**config.mk**
```make
export PLATFORM = sky130hd
export DESIGN_NAME = spad_burst_master
export DESIGN_NICKNAME = d
export VERILOG_FILES = /design/src/rtl/spad_pkg.sv /design/src/rtl/spad_rd_fifo.sv /design/src/rtl/spad_burst_master.sv
export SDC_FILE = /design/constraint.sdc
export NUM_CORES = 1
export LEC_CHECK = 0
export CAP_MARGIN = 20
export CORE_MARGIN = 8
export CORE_UTILIZATION = 45
export DETAILED_ROUTE_END_ITERATION = 10
export PLACE_DENSITY_LB_ADDON = 0.1
export SYNTH_ARGS = -nofsm -noshare
export SYNTH_HDL_FRONTEND = slang
export SYNTH_SLANG_ARGS = --single-unit
```
**constraint.sdc**
```tcl
create_clock -name clk -period 3.1 [get_ports clk]
set_clock_uncertainty 0.05 [all_clocks]
set_input_delay 0.93 -clock clk [delete_from_list [all_inputs] [get_ports clk]]
set_output_delay 0.93 -clock clk [all_outputs]
set_load 0.05 [all_outputs]
```
**src/rtl/spad_pkg.sv**
```systemverilog
`default_nettype none
// ============================================================================
// Module      : spad_pkg
// Description : Shared constants and types for the scratchpad burst master.
//               Holds the default geometry (address width, data width,
//               scratchpad depth) and the burst FSM state encoding.
// Revision    : 1.0 - initial release
// ============================================================================
package spad_pkg;

  localparam int C_ADDR_W     = 4;   // scratchpad address width
  localparam int C_DATA_WIDTH = 16;  // data word width
  localparam int C_SPADSIZE   = 12;  // number of scratchpad words

  typedef enum logic [2:0] {
    ST_IDLE  = 3'd0,
    ST_WRITE = 3'd1,
    ST_READ  = 3'd2,
    ST_DRAIN = 3'd3,
    ST_DONE  = 3'd4
  } spad_state_t;

endpackage : spad_pkg
`default_nettype wire

```
**src/rtl/spad_rd_fifo.sv**
```systemverilog
`default_nettype none
// ============================================================================
// Module      : spad_rd_fifo
// Description : Two-entry read-data FIFO between the scratchpad read port and
//               the rd_* output stream. A push and a pop in the same cycle
//               leave the occupancy unchanged.
// Ports       : clk, rst_n          - clock, async active-low reset
//               push_i/push_data_i - write side (word from scratchpad)
//               pop_i              - consumer ready; pops only when non-empty
//               valid_o/data_o     - head of FIFO
//               count_o            - occupancy 0..2 (used for read credits)
// Revision    : 1.0 - initial release
// ============================================================================
module spad_rd_fifo #(
  parameter int DATA_WIDTH = 16
) (
  input  logic                  clk,
  input  logic                  rst_n,
  input  logic                  push_i,
  input  logic [DATA_WIDTH-1:0] push_data_i,
  input  logic                  pop_i,
  output logic                  valid_o,
  output logic [DATA_WIDTH-1:0] data_o,
  output logic [1:0]            count_o
);

  logic [DATA_WIDTH-1:0] mem_q [2];
  logic                  head_q, head_d;
  logic                  tail_q, tail_d;
  logic [1:0]            count_q, count_d;
  logic                  do_push;
  logic                  do_pop;

  // Pop is gated by occupancy; push is accepted when there is room or when
  // the head leaves in the same cycle.
  always_comb begin
    do_pop  = pop_i && (count_q != 2'd0);
    do_push = push_i && ((count_q != 2'd2) || do_pop);
    head_d  = do_pop  ? ~head_q : head_q;
    tail_d  = do_push ? ~tail_q : tail_q;
    count_d = count_q;
    case ({do_push, do_pop})
      2'b10:   count_d = count_q + 2'd1;
      2'b01:   count_d = count_q - 2'd1;
      default: count_d = count_q;
    endcase
  end

  always_ff @(posedge clk or negedge rst_n) begin
    if (!rst_n) begin
      head_q  <= 1'b0;
      tail_q  <= 1'b0;
      count_q <= 2'd0;
    end else begin
      head_q  <= head_d;
      tail_q  <= tail_d;
      count_q <= count_d;
    end
  end

  // Storage needs no reset: entries are only observed when count_q says so.
  always_ff @(posedge clk) begin
    if (do_push) begin
      mem_q[tail_q] <= push_data_i;
    end
  end

  assign valid_o = (count_q != 2'd0);
  assign data_o  = mem_q[head_q];
  assign count_o = count_q;

endmodule : spad_rd_fifo
`default_nettype wire

```
**src/rtl/spad_burst_master.sv**
```systemverilog
`default_nettype none
// ============================================================================
// Module      : spad_burst_master
// Description : Burst read/write master for a single-port scratchpad with a
//               registered (1-cycle) read. Writes stream straight through
//               from wr_*; reads are credit-limited so that at most two words
//               are ever buffered or in flight, feeding a 2-entry FIFO.
// Ports       : clk, rst_n              - clock, async active-low reset
//               cmd_*_i / cmd_ready_o   - burst command (write, addr, len)
//               wr_*                    - write-data stream in
//               rd_*                    - read-data stream out
//               spad_*                  - scratchpad port (we=0 is a read)
//               busy_o/done_o/err_o     - status; done/err are pulses
// Revision    : 1.0 - initial release
// ============================================================================
module spad_burst_master
  import spad_pkg::*;
#(
  parameter int ADDR       = C_ADDR_W,
  parameter int DATA_WIDTH = C_DATA_WIDTH,
  parameter int SPADSIZE   = C_SPADSIZE
) (
  input  logic                  clk,
  input  logic                  rst_n,
  input  logic                  cmd_valid_i,
  output logic                  cmd_ready_o,
  input  logic                  cmd_write_i,
  input  logic [ADDR-1:0]       cmd_addr_i,
  input  logic [ADDR:0]         cmd_len_i,
  input  logic                  wr_valid_i,
  output logic                  wr_ready_o,
  input  logic [DATA_WIDTH-1:0] wr_data_i,
  output logic                  rd_valid_o,
  input  logic                  rd_ready_i,
  output logic [DATA_WIDTH-1:0] rd_data_o,
  output logic [ADDR-1:0]       spad_addr_o,
  output logic                  spad_we_o,
  output logic [DATA_WIDTH-1:0] spad_wdata_o,
  input  logic [DATA_WIDTH-1:0] spad_rdata_i,
  output logic                  busy_o,
  output logic                  done_o,
  output logic                  err_o
);

  // Compare in ADDR+1 bits so SPADSIZE == 2**ADDR still works.
  localparam logic [ADDR:0]   C_SIZE_EXT  = (ADDR+1)'(SPADSIZE);
  localparam logic [ADDR-1:0] C_LAST_ADDR = ADDR'(SPADSIZE - 1);

  spad_state_t           state_q, state_d;
  logic [ADDR-1:0]       ptr_q, ptr_d;
  logic [ADDR:0]         cnt_q, cnt_d;
  logic                  inflight_q, inflight_d;
  logic [1:0]            fifo_count;
  logic [2:0]            credit;
  logic                  rd_hs;
  logic                  issue_ok;
  logic                  cmd_bad;
  logic [ADDR-1:0]       ptr_next;

  assign rd_hs    = rd_valid_o && rd_ready_i;
  assign credit   = {1'b0, fifo_count} + {2'b00, inflight_q};
  // A read may be issued when fewer than two words are owed to the FIFO, or
  // when exactly two are owed but the head leaves this cycle.
  assign issue_ok = (credit < 3'd2) || ((credit == 3'd2) && rd_hs);
  assign cmd_bad  = (cmd_len_i == '0) || (cmd_len_i > C_SIZE_EXT) ||
                    ({1'b0, cmd_addr_i} >= C_SIZE_EXT);
  assign ptr_next = (ptr_q == C_LAST_ADDR) ? '0 : ptr_q + ADDR'(1);

  always_comb begin
    state_d      = state_q;
    ptr_d        = ptr_q;
    cnt_d        = cnt_q;
    inflight_d   = 1'b0;
    cmd_ready_o  = 1'b0;
    wr_ready_o   = 1'b0;
    spad_we_o    = 1'b0;
    spad_addr_o  = '0;
    spad_wdata_o = '0;
    busy_o       = 1'b1;
    done_o       = 1'b0;
    err_o        = 1'b0;

    case (state_q)
      ST_IDLE: begin
        busy_o      = 1'b0;
        cmd_ready_o = 1'b1;
        if (cmd_valid_i) begin
          if (cmd_bad) begin
            err_o = 1'b1;
          end else begin
            ptr_d   = cmd_addr_i;
            cnt_d   = cmd_len_i;
            state_d = cmd_write_i ? ST_WRITE : ST_READ;
          end
        end
      end

      ST_WRITE: begin
        wr_ready_o   = 1'b1;
        spad_addr_o  = ptr_q;
        spad_we_o    = wr_valid_i;
        spad_wdata_o = wr_data_i;
        if (wr_valid_i) begin
          ptr_d = ptr_next;
          cnt_d = cnt_q - (ADDR+1)'(1);
          if (cnt_q == (ADDR+1)'(1)) begin
            state_d = ST_DONE;
          end
        end
      end

      ST_READ: begin
        spad_addr_o = ptr_q;
        if ((cnt_q != '0) && issue_ok) begin
          inflight_d = 1'b1;
          ptr_d      = ptr_next;
          cnt_d      = cnt_q - (ADDR+1)'(1);
          if (cnt_q == (ADDR+1)'(1)) begin
            state_d = ST_DRAIN;
          end
        end
      end

      ST_DRAIN: begin
        if (!inflight_q && !rd_valid_o) begin
          state_d = ST_DONE;
        end
      end

      ST_DONE: begin
        done_o  = 1'b1;
        state_d = ST_IDLE;
      end

      default: begin
        state_d = ST_IDLE;
      end
    endcase
  end

  always_ff @(posedge clk or negedge rst_n) begin
    if (!rst_n) begin
      state_q    <= ST_IDLE;
      ptr_q      <= '0;
      cnt_q      <= '0;
      inflight_q <= 1'b0;
    end else begin
      state_q    <= state_d;
      ptr_q      <= ptr_d;
      cnt_q      <= cnt_d;
      inflight_q <= inflight_d;
    end
  end

  // The word addressed in the previous cycle arrives now on spad_rdata_i.
  spad_rd_fifo #(
    .DATA_WIDTH (DATA_WIDTH)
  ) u_rd_fifo (
    .clk         (clk),
    .rst_n       (rst_n),
    .push_i      (inflight_q),
    .push_data_i (spad_rdata_i),
    .pop_i       (rd_ready_i),
    .valid_o     (rd_valid_o),
    .data_o      (rd_data_o),
    .count_o     (fifo_count)
  );

endmodule : spad_burst_master
`default_nettype wire

```
Word level (Yosys, flattened, before mapping)
Memories as Yosys holds them, arrays and structs flattened. Cells that the tools add are included. W data, S select, Z words.

Bits in latches: 0. Output and inout bits: 43. Bits in writable memories: 32. Bits in read-only memories: 0. Memories: 1. Word-level logic and storage cells: 90. Register bits: 17.

Memory list: u_rd_fifo.mem_q (words 2, bits a word 16, read ports 1, clocked after Yosys merged registers in 0, write ports 1, RTL line spad_rd_fifo.sv:27) `logic [DATA_WIDTH-1:0] mem_q [2];`.

Reductions and logical operators: 20. Muxes and demuxes: 35. Add/sub/neg operators: 5. Order comparisons: 3. Bitwise gates (word level): 2. Shift operators: 0. Multiply operators: 0. Eq/ne operators: 17. Div/mod/pow operators: 0.

Operators by type and width (number): $mux W4 (6); $mux W3 (7); $mux W5 (4); $mux W16 (1); $ne A2 B2 Y1 const B (8); $pmux W5 S3 (1); $mux W1 (12); $pmux W3 S4 (1); $pmux W4 S3 (1); $eq A3 B2 Y1 const B (3); $reduce_and A7 Y1 (1); $eq A5 B1 Y1 const B (1); $gt A5 B4 Y1 const B (1); $logic_and A1 B1 Y1 (5); $logic_not A5 Y1 (1); $reduce_and A5 Y1 (1); $reduce_bool A5 Y1 (1); $sub A5 B1 Y5 const B (1); $add A4 B1 Y4 const B (1); $eq A4 B4 Y1 const B (1); $ge A4 B4 Y1 const B (1); $logic_or A1 B1 Y1 (4); $pmux W2 S2 (1); $reduce_bool A2 Y1 (2); 14 further kinds (16).

Logic depth before layout (Yosys ltp)
Gate-level depths: netlist (run 1).

Depth after elaboration: 7. Mapped depth: 7. Mapped depth without buffers: 7.

Modules after synthesis
From an unflattened synthesis (run 1), not the netlist that was laid out.

Cells, all modules: 202. Area, all modules: 2528.7 µm².

By module, submodules not included: spad_rd_fifo (times used 1, cells an instance 68, area an instance 1385.1 µm²); spad_burst_master (times used 1, cells an instance 134, area an instance 1143.6 µm²).

Worst setup path after synthesis (run 1)
No wires, ideal clock.

Kind: register to output. Start point: register state_q[2]. End point: output spad_wdata_o[0]. Stages on the path, launching flop included: 6. Arrival: 2.060 ns. Buffers on the path: 2. Slack: 0.060 ns. Cells stage by stage: dfrtp_1 buf_2 nand2b_1 nor2_1 clkbuf_1 and2_1.

Word-level cells in the longest chain between the ends: 2.

Ends and longest elaborated chain: start: declaration (RTL line spad_burst_master.sv:49) `spad_state_t state_q, state_d;`; start signal: assignment (RTL line spad_burst_master.sv:148) `state_q <= state_d;`; $eq A3 B1 Y1 (RTL line spad_burst_master.sv:83) `case (state_q)`; $mux W16 (RTL line spad_burst_master.sv:83); end: declaration (RTL line spad_burst_master.sv:38) `output logic [DATA_WIDTH-1:0] spad_wdata_o,`.

No other way between the ends.

Worst setup path after layout (run 1)
Start point: input cmd_len_i[0]. End point: output err_o.

Word-level cells in the longest chain between the ends: 6. Elaborated cells between the ends (all ways): 7. Classes of those cells: 1 x order compare; 3 x mux; 3 x reduce/logical.

Ends and longest elaborated chain: start: declaration (RTL line spad_burst_master.sv:29) `input logic [ADDR:0] cmd_len_i,`; $gt A5 B4 Y1 or $logic_not A5 Y1 (tied branches) (RTL line spad_burst_master.sv:65) `assign cmd_bad = (cmd_len_i == '0) || (cmd_len_i > C_SIZE_EXT) ||`; $logic_or A1 B1 Y1 (*) (2 in series) (RTL line spad_burst_master.sv:65); $mux W1 (*) (RTL line spad_burst_master.sv:88) `if (cmd_bad) begin`; $mux W1 (*) (RTL line spad_burst_master.sv:87) `if (cmd_valid_i) begin`; $mux W1 (*) (RTL line spad_burst_master.sv:83); end: declaration (RTL line spad_burst_master.sv:42) `output logic err_o`.

Mark *: on every way between the ends. The rest lies on a longest branch, timed or not.

==> results.ini, run 1 <==
[logic_synthesis]
synth_common_cells=edfxtp_1 (32), and2_1 (21), mux2_2 (19)
async_reset_ff_share_pct=34.7
synth_cell_types=45
synth_area_leaders=edfxtp_1 (38%), dfrtp_1 (17%), mux2_2 (8.5%)
synth.ff_latch_count=49
yosysWarningCount=0
yosysTopAreaCellShare_pct=38.0
synth_ff_type=edfxtp_1
synth_area_leader_cell=edfxtp_1
synth_seq_area_share_pct=54.8
synth_most_common_cell=edfxtp_1
synth_edf_count=32
synthCells=202
syn-num-nets=257
netlist_area_sq_mm=0.00253
synth_area_per_cell_sq_um=12.5

[worst_setup_path]
cp.arrival_ns=2.08
path_cells=buf_2 -> or4_4 -> a31oi_4 -> and2_4 -> buf_12
cpLargestDelayFamily=simple AND/OR/NAND/NOR gates
path_class=input port to output pin
start_kind=input port
worst_path_max_delay_cell=or4_4
endpoint_kind=output pin
cpPeakStageDelay_ns=0.54
crit_buf_inv=2
required_ns=2.12
path_max_fanout=2

[power_and_ir_drop]
clkPwrFrac_pct=9.0
net-switching-power_w=0.00183
switching_share_pct=45.3
p_int_w=0.00221
finalPower_w=0.00404
power_frac_comb_pct=66.4
power.density_mw_per_mm2=1050
ir_worst_vdd_uv=624
power.share.sequential_pct=24.7
p_leak_nw=1.52

[floorplan]
die_h_um=91.0
start_util_pct=46.2
die_x_um=91.0
core_region_area_sq_mm=0.00547
core.rowCount=27
dieArea_sq_mm=0.00827
io_pins=90

[detailed_routing]
wl_per_cell_um=15.7
drtAntennaViolNets=0
wirelength_um=5940
firstDrtPassIters=4
num_vias=1898
drtIter0Drc=53
vias_per_cell=5.03
drc=0

[global_routing]
grt_usage_pct=14.2
grt_max_degree=19
grt_pass1_vias=2037
antenna_found_initial=0
grt_pass1_wl_um=9750
grt.overflow.total=0

[timing]
finalSetupViolCount=0
period_share_pct=98.6
hold_slack_ns=0.423
worst_pin_slew_ns=0.791
rsz0062_at_grt=no
fin_ws_ns=0.0421
slew_headroom_pct=47.1
hold_viol_final=0
final_max_slew_viol_count=0
finalCriticalPeriod_ns=3.06
fmax_mhz=327

[finish]
final.fill_count=430
antennaDiodeCount=0
layout-drive-gt1-share_pct=28.9
multi_input_area_sq_mm=0.00107
seq_area_sq_mm=0.00139
final_cells=377
syn_to_final_growth_pct=52.0
layout.nets=359

[clocking]
clock-root-buffer=clkbuf_8
cts_tree=done
insertion_delay_ns=0.30
cts_buffers=5
cts_max_level=2
clock-sinks=49
clk_pin_slew_ns=0.08
cts_setup_buffers=0
cts_buffer_depth=2

[placed_design]
routabilityCongestion=0.802
dp_cells=369
hpwl_um=4770
portBuffers=89
post-place-ws_ns=-0.301

[outcome]
outcome=finished clean

[job]
drv_cap=0

[worst_hold_path]
min_path_type=register to register

-- flip-flops by register name (all words and copies together), names as in the netlist --
register	flops
u_rd_fifo.mem_q	32
cnt_q	5
ptr_q	4
state_q	3
u_rd_fifo.count_o	2
inflight_q	1
u_rd_fifo.head_q	1
u_rd_fifo.tail_q	1
-- power groups by stage --
stage / Clock (W) / Sequential [W] / Combinational (W)
after floorplan: 0 / 0.000975 / 0.00182
after global placement: 0 / 0.00100 / 0.00267
after detailed placement: 0 / 0.00101 / 0.00270
after CTS: 0.000376 / 0.000995 / 0.00271
after global routing: 0.000407 / 0.00102 / 0.00286
final: 0.000363 / 0.000996 / 0.00268
-- area by class of cell --
type / instances / area share, %
clock inverters: 2 / 0.391
well taps: 72 / 2.34
multi-input cells: 137 / 27.8
clock buffers: 6 / 1.89
repair buffers: 103 / 30.7
inverters: 8 / 0.782
flip-flops and latches: 49 / 36.1
-- worst reg2reg max path, delay by kind of cell (launching register included) --
family | cells | cell delay, ns
adders and majority gates | 2 | 0.48
DFF | 1 | 0.46
AOI/OAI and AO/OA | 2 | 0.42
muxes | 1 | 0.32
and+or+nand+nor | 1 | 0.21
buffers and inverters | 1 | 0.05
-- metal layers --
layer	routed length (um)	vias up	global-route usage, %
li1	-	925	-
met1	2430	914	16.8
met2	3070	53	24.6
met3	380	6	4.77
met4	51	0	2.86
met5	0	-	0
-- cell families after synthesis --
family / after synthesis / share of synthesized area, %
multiplexers: 25 / 11.6
XOR/XNOR: 7 / 2.72
AND/OR/NAND/NOR: 67 / 15.0
buffers and inverters: 16 / 2.92
flip-flops: 49 / 54.8
AO/OA/AOI/OAI: 30 / 8.91
adder cells (fa/ha/maj): 8 / 3.96
-- cell usage in the layout, fill, tap and decap left out, drive strengths merged, types with 2 or more instances in the layout --
cell,instances
clkdlybuf4s50,54
buf,48
edfxtp,32
mux2,23
and2,22
dfrtp,17
nor2,17
inv,8
ha,8
nand2,7
a21oi,6
o21ai,6
a31oi,6
xnor2,6
clkbuf,6
nor3,5
o31ai,4
or3,4
nand2b,2
o211ai,2
nor3b,2
mux2i,2
nand3,2
clkinvlp,2
o21a,2
or2,2
-- repair_timing --
item | in CTS | in global routing
pin swaps | 3 | 1
hold endpoints to repair | 0 | 0
hold buffers | 0 | 0
resized for setup | 15 | 0
endpoints found under the setup margin | 1 | 1
-- stage by stage --
stage | utilization, % | setup TNS [ns] | cell area [sq um]
final | 70.2 | 0 | 3840
after CTS | 70.2 | 0 | 3840
after global placement | 68.9 | -0.400 | 3770
after global routing | 70.2 | 0 | 3840
after floorplan | - | 0 | 2530
after detailed placement | 68.9 | -0.563 | 3770
-- worst paths after layout --
path | startpoint | endpoint | slack, ns | cells after the start
setup reg to reg | u_rd_fifo.count_o[0] | ptr_q[0] | 1.00 | 7
max in group asynchronous | rst_n | u_rd_fifo.tail_q | 1.46 | 1
hold / removal | u_rd_fifo.head_q | u_rd_fifo.head_q | 0.42 | 1
min in group asynchronous | rst_n | cnt_q[1] | 1.03 | 1
setup / recovery | cmd_len_i[0] | err_o | 0.04 | 5
hold reg to reg | u_rd_fifo.head_q | u_rd_fifo.head_q | 0.42 | 1
No activity file was read; power rests on OpenSTA's default activity.
==> run 2: changes to the inputs <==
==> constraint.sdc (replaced) <==
create_clock -name clk -period 3.02 [get_ports clk]
set_clock_uncertainty 0.05 [all_clocks]
set_input_delay 0.906 -clock clk [delete_from_list [all_inputs] [get_ports clk]]
set_output_delay 0.906 -clock clk [all_outputs]
set_load 0.05 [all_outputs]
==> results.ini, run 2 (synthesis results as in run 1) <==
[outcome]
outcome=finished clean

[power_and_ir_drop]
p_leak_nw=1.54  ; +1.7%
power.density_mw_per_mm2=1070  ; +2.1%
ir_worst_vdd_uv=602  ; -3.5%
finalPower_w=0.00413  ; +2.4%

[timing]
finalSetupViolCount=0  ; unchanged
final_max_slew_viol_count=0  ; unchanged
fmax_mhz=333
fin_ws_ns=0.0136  ; -0.0286 ns
hold_viol_final=0  ; unchanged
period_share_pct=99.6
worst_pin_slew_ns=0.584  ; -0.207 ns
slew_headroom_pct=60.7  ; +14 points
rsz0062_at_grt=yes
finalCriticalPeriod_ns=3.01

[clocking]
clock-root-buffer=clkbuf_8
clock-sinks=49  ; unchanged
clk_pin_slew_ns=0.08  ; about the same
insertion_delay_ns=0.29  ; about the same
cts_buffers=5  ; unchanged
cts_buffer_depth=2  ; unchanged
cts_hold_buffers=0  ; unchanged
cts_tree=done
cts_max_level=2  ; unchanged

[placed_design]
post-place-ws_ns=-0.330  ; -0.0296 ns
place_area_sq_mm=0.00375  ; -0.40%
dp_cells=370  ; +0.27%
routabilityCongestion=0.778  ; -3.0%
portBuffers=89  ; unchanged
hpwl_um=4900  ; +2.7%

[floorplan]
die_h_um=91.0  ; unchanged
dieArea_sq_mm=0.00827  ; unchanged
io_pins=90  ; unchanged
start_util_pct=46.2  ; unchanged
core_region_area_sq_mm=0.00547  ; unchanged
core.rowCount=27  ; unchanged
die_x_um=91.0  ; unchanged

[detailed_routing]
num_vias=1928  ; +1.6%
vias_per_cell=5.07  ; +0.78%
wirelength_um=6070  ; +2.3%
firstDrtPassIters=4  ; unchanged
drtAntennaViolNets=0  ; unchanged
drc=0  ; unchanged
wl_per_cell_um=16.0  ; +1.5%
drtIter0Drc=51  ; -3.8%

[global_routing]
antenna_found_initial=0  ; unchanged
grt.overflow.total=0  ; unchanged
grt_usage_pct=14.4  ; +0.11 points
grt_max_degree=19  ; unchanged
grt_pass1_wl_um=9790  ; +0.43%
grt_pass1_vias=2014  ; -1.1%

[worst_setup_path]
endpoint_kind=output pin
path_class=input port to output pin
r2r_slack_ns=0.98  ; -0.02 ns
cp.arrival_ns=2.05  ; -0.03 ns
start_kind=input port
required_ns=2.06  ; -0.06 ns
path_max_fanout=2  ; unchanged

[finish]
final_util_pct=70.4  ; +0.21 points
top_register=u_rd_fifo.mem_q
antennaDiodeCount=0  ; unchanged
largest_reg_flops=32  ; unchanged
final_cell_area_sq_mm=0.00385  ; +0.29%
final_cells=380  ; +0.80%
layout.nets=362  ; +0.84%
syn_to_final_growth_pct=52.4
layout_common_cells=clkdlybuf4s50_1 (45), buf_4 (35), edfxtp_1 (32), buf_12 (22), and2_1 (21)
layout-drive-gt1-share_pct=33.1  ; +4.3 points
reg_top3=u_rd_fifo.mem_q x32, cnt_q x5, ptr_q x4
final_common_cell=clkdlybuf4s50_1

[worst_hold_path]
min_path_type=register to register

[job]
drv_cap=0  ; unchanged

-- run 2: cell count changes in the layout (fill, tap and decap cells not counted), sizes merged --
cell           delta
clkdlybuf4s15     -1
clkbuf            +1
buf              +12
clkdlybuf4s50     -9
-- run 2: per-stage QoR --
stage          TNS [ns]  hold WS (ns)
2_1_floorplan         0         0.417
3_3_place_gp     -0.626         0.408
3_5_place_dp     -0.679         0.421
4_1_cts        -0.00458         0.437
5_1_grt        -0.00462         0.441
6_report              0         0.429
-- run 2: final cells by class --
type | count | area [sq um]
flip-flops and latches | 49 | 1390
clock buffers | 6 | 72.6
well taps | 72 | 90.1
clock inverters | 2 | 15.0
inverters | 8 | 30.0
multi-input cells | 137 | 1070
repair buffers | 106 | 1190
fillers | 422 | 1620
-- run 2: power breakdown --
group / switching (W) / internal [W] / total (W)
Combinational: 0.00155 / 0.00119 / 0.00274
Clock: 0.000210 / 0.000163 / 0.000373
Sequential: 0.000120 / 0.000901 / 0.00102
Total: 0.00188 / 0.00225 / 0.00413
-- run 2: critical path: stages --
cell and delay (ns):
buf_6 0.09, or4_4 0.54, a31oi_4 0.21, and2_4 0.18, buf_12 0.13
-- run 2: path summary, 6_finish.rpt --
check                                startpoint               end  depth (start not counted)
max reg2reg                u_rd_fifo.count_o[0]          ptr_q[1]                          7
max in group asynchronous                 rst_n  u_rd_fifo.tail_q                          2
min in group asynchronous                 rst_n          cnt_q[1]                          2
max                                cmd_len_i[2]             err_o                          5
min reg2reg                    u_rd_fifo.head_q  u_rd_fifo.head_q                          1
min                            u_rd_fifo.head_q  u_rd_fifo.head_q                          1
-- run 2: routing by layer --
| metal | track usage (%) | vias up | wire length [um] |
|---|---|---|---|
| met1 | 16.9 | 927 | 2480 |
| li1 | - | 934 | - |
| met2 | 25.1 | 61 | 3150 |
| met4 | 2.46 | 0 | 40 |
| met5 | 0 | - | 0 |
| met3 | 4.77 | 6 | 410 |
-- run 2: repair_timing --
action                                  in CTS  in global routing
setup buffers                                1                  1
endpoints found under the setup margin       1                  1
gates resized for setup                     16                  3
pin swaps                                    3                  3
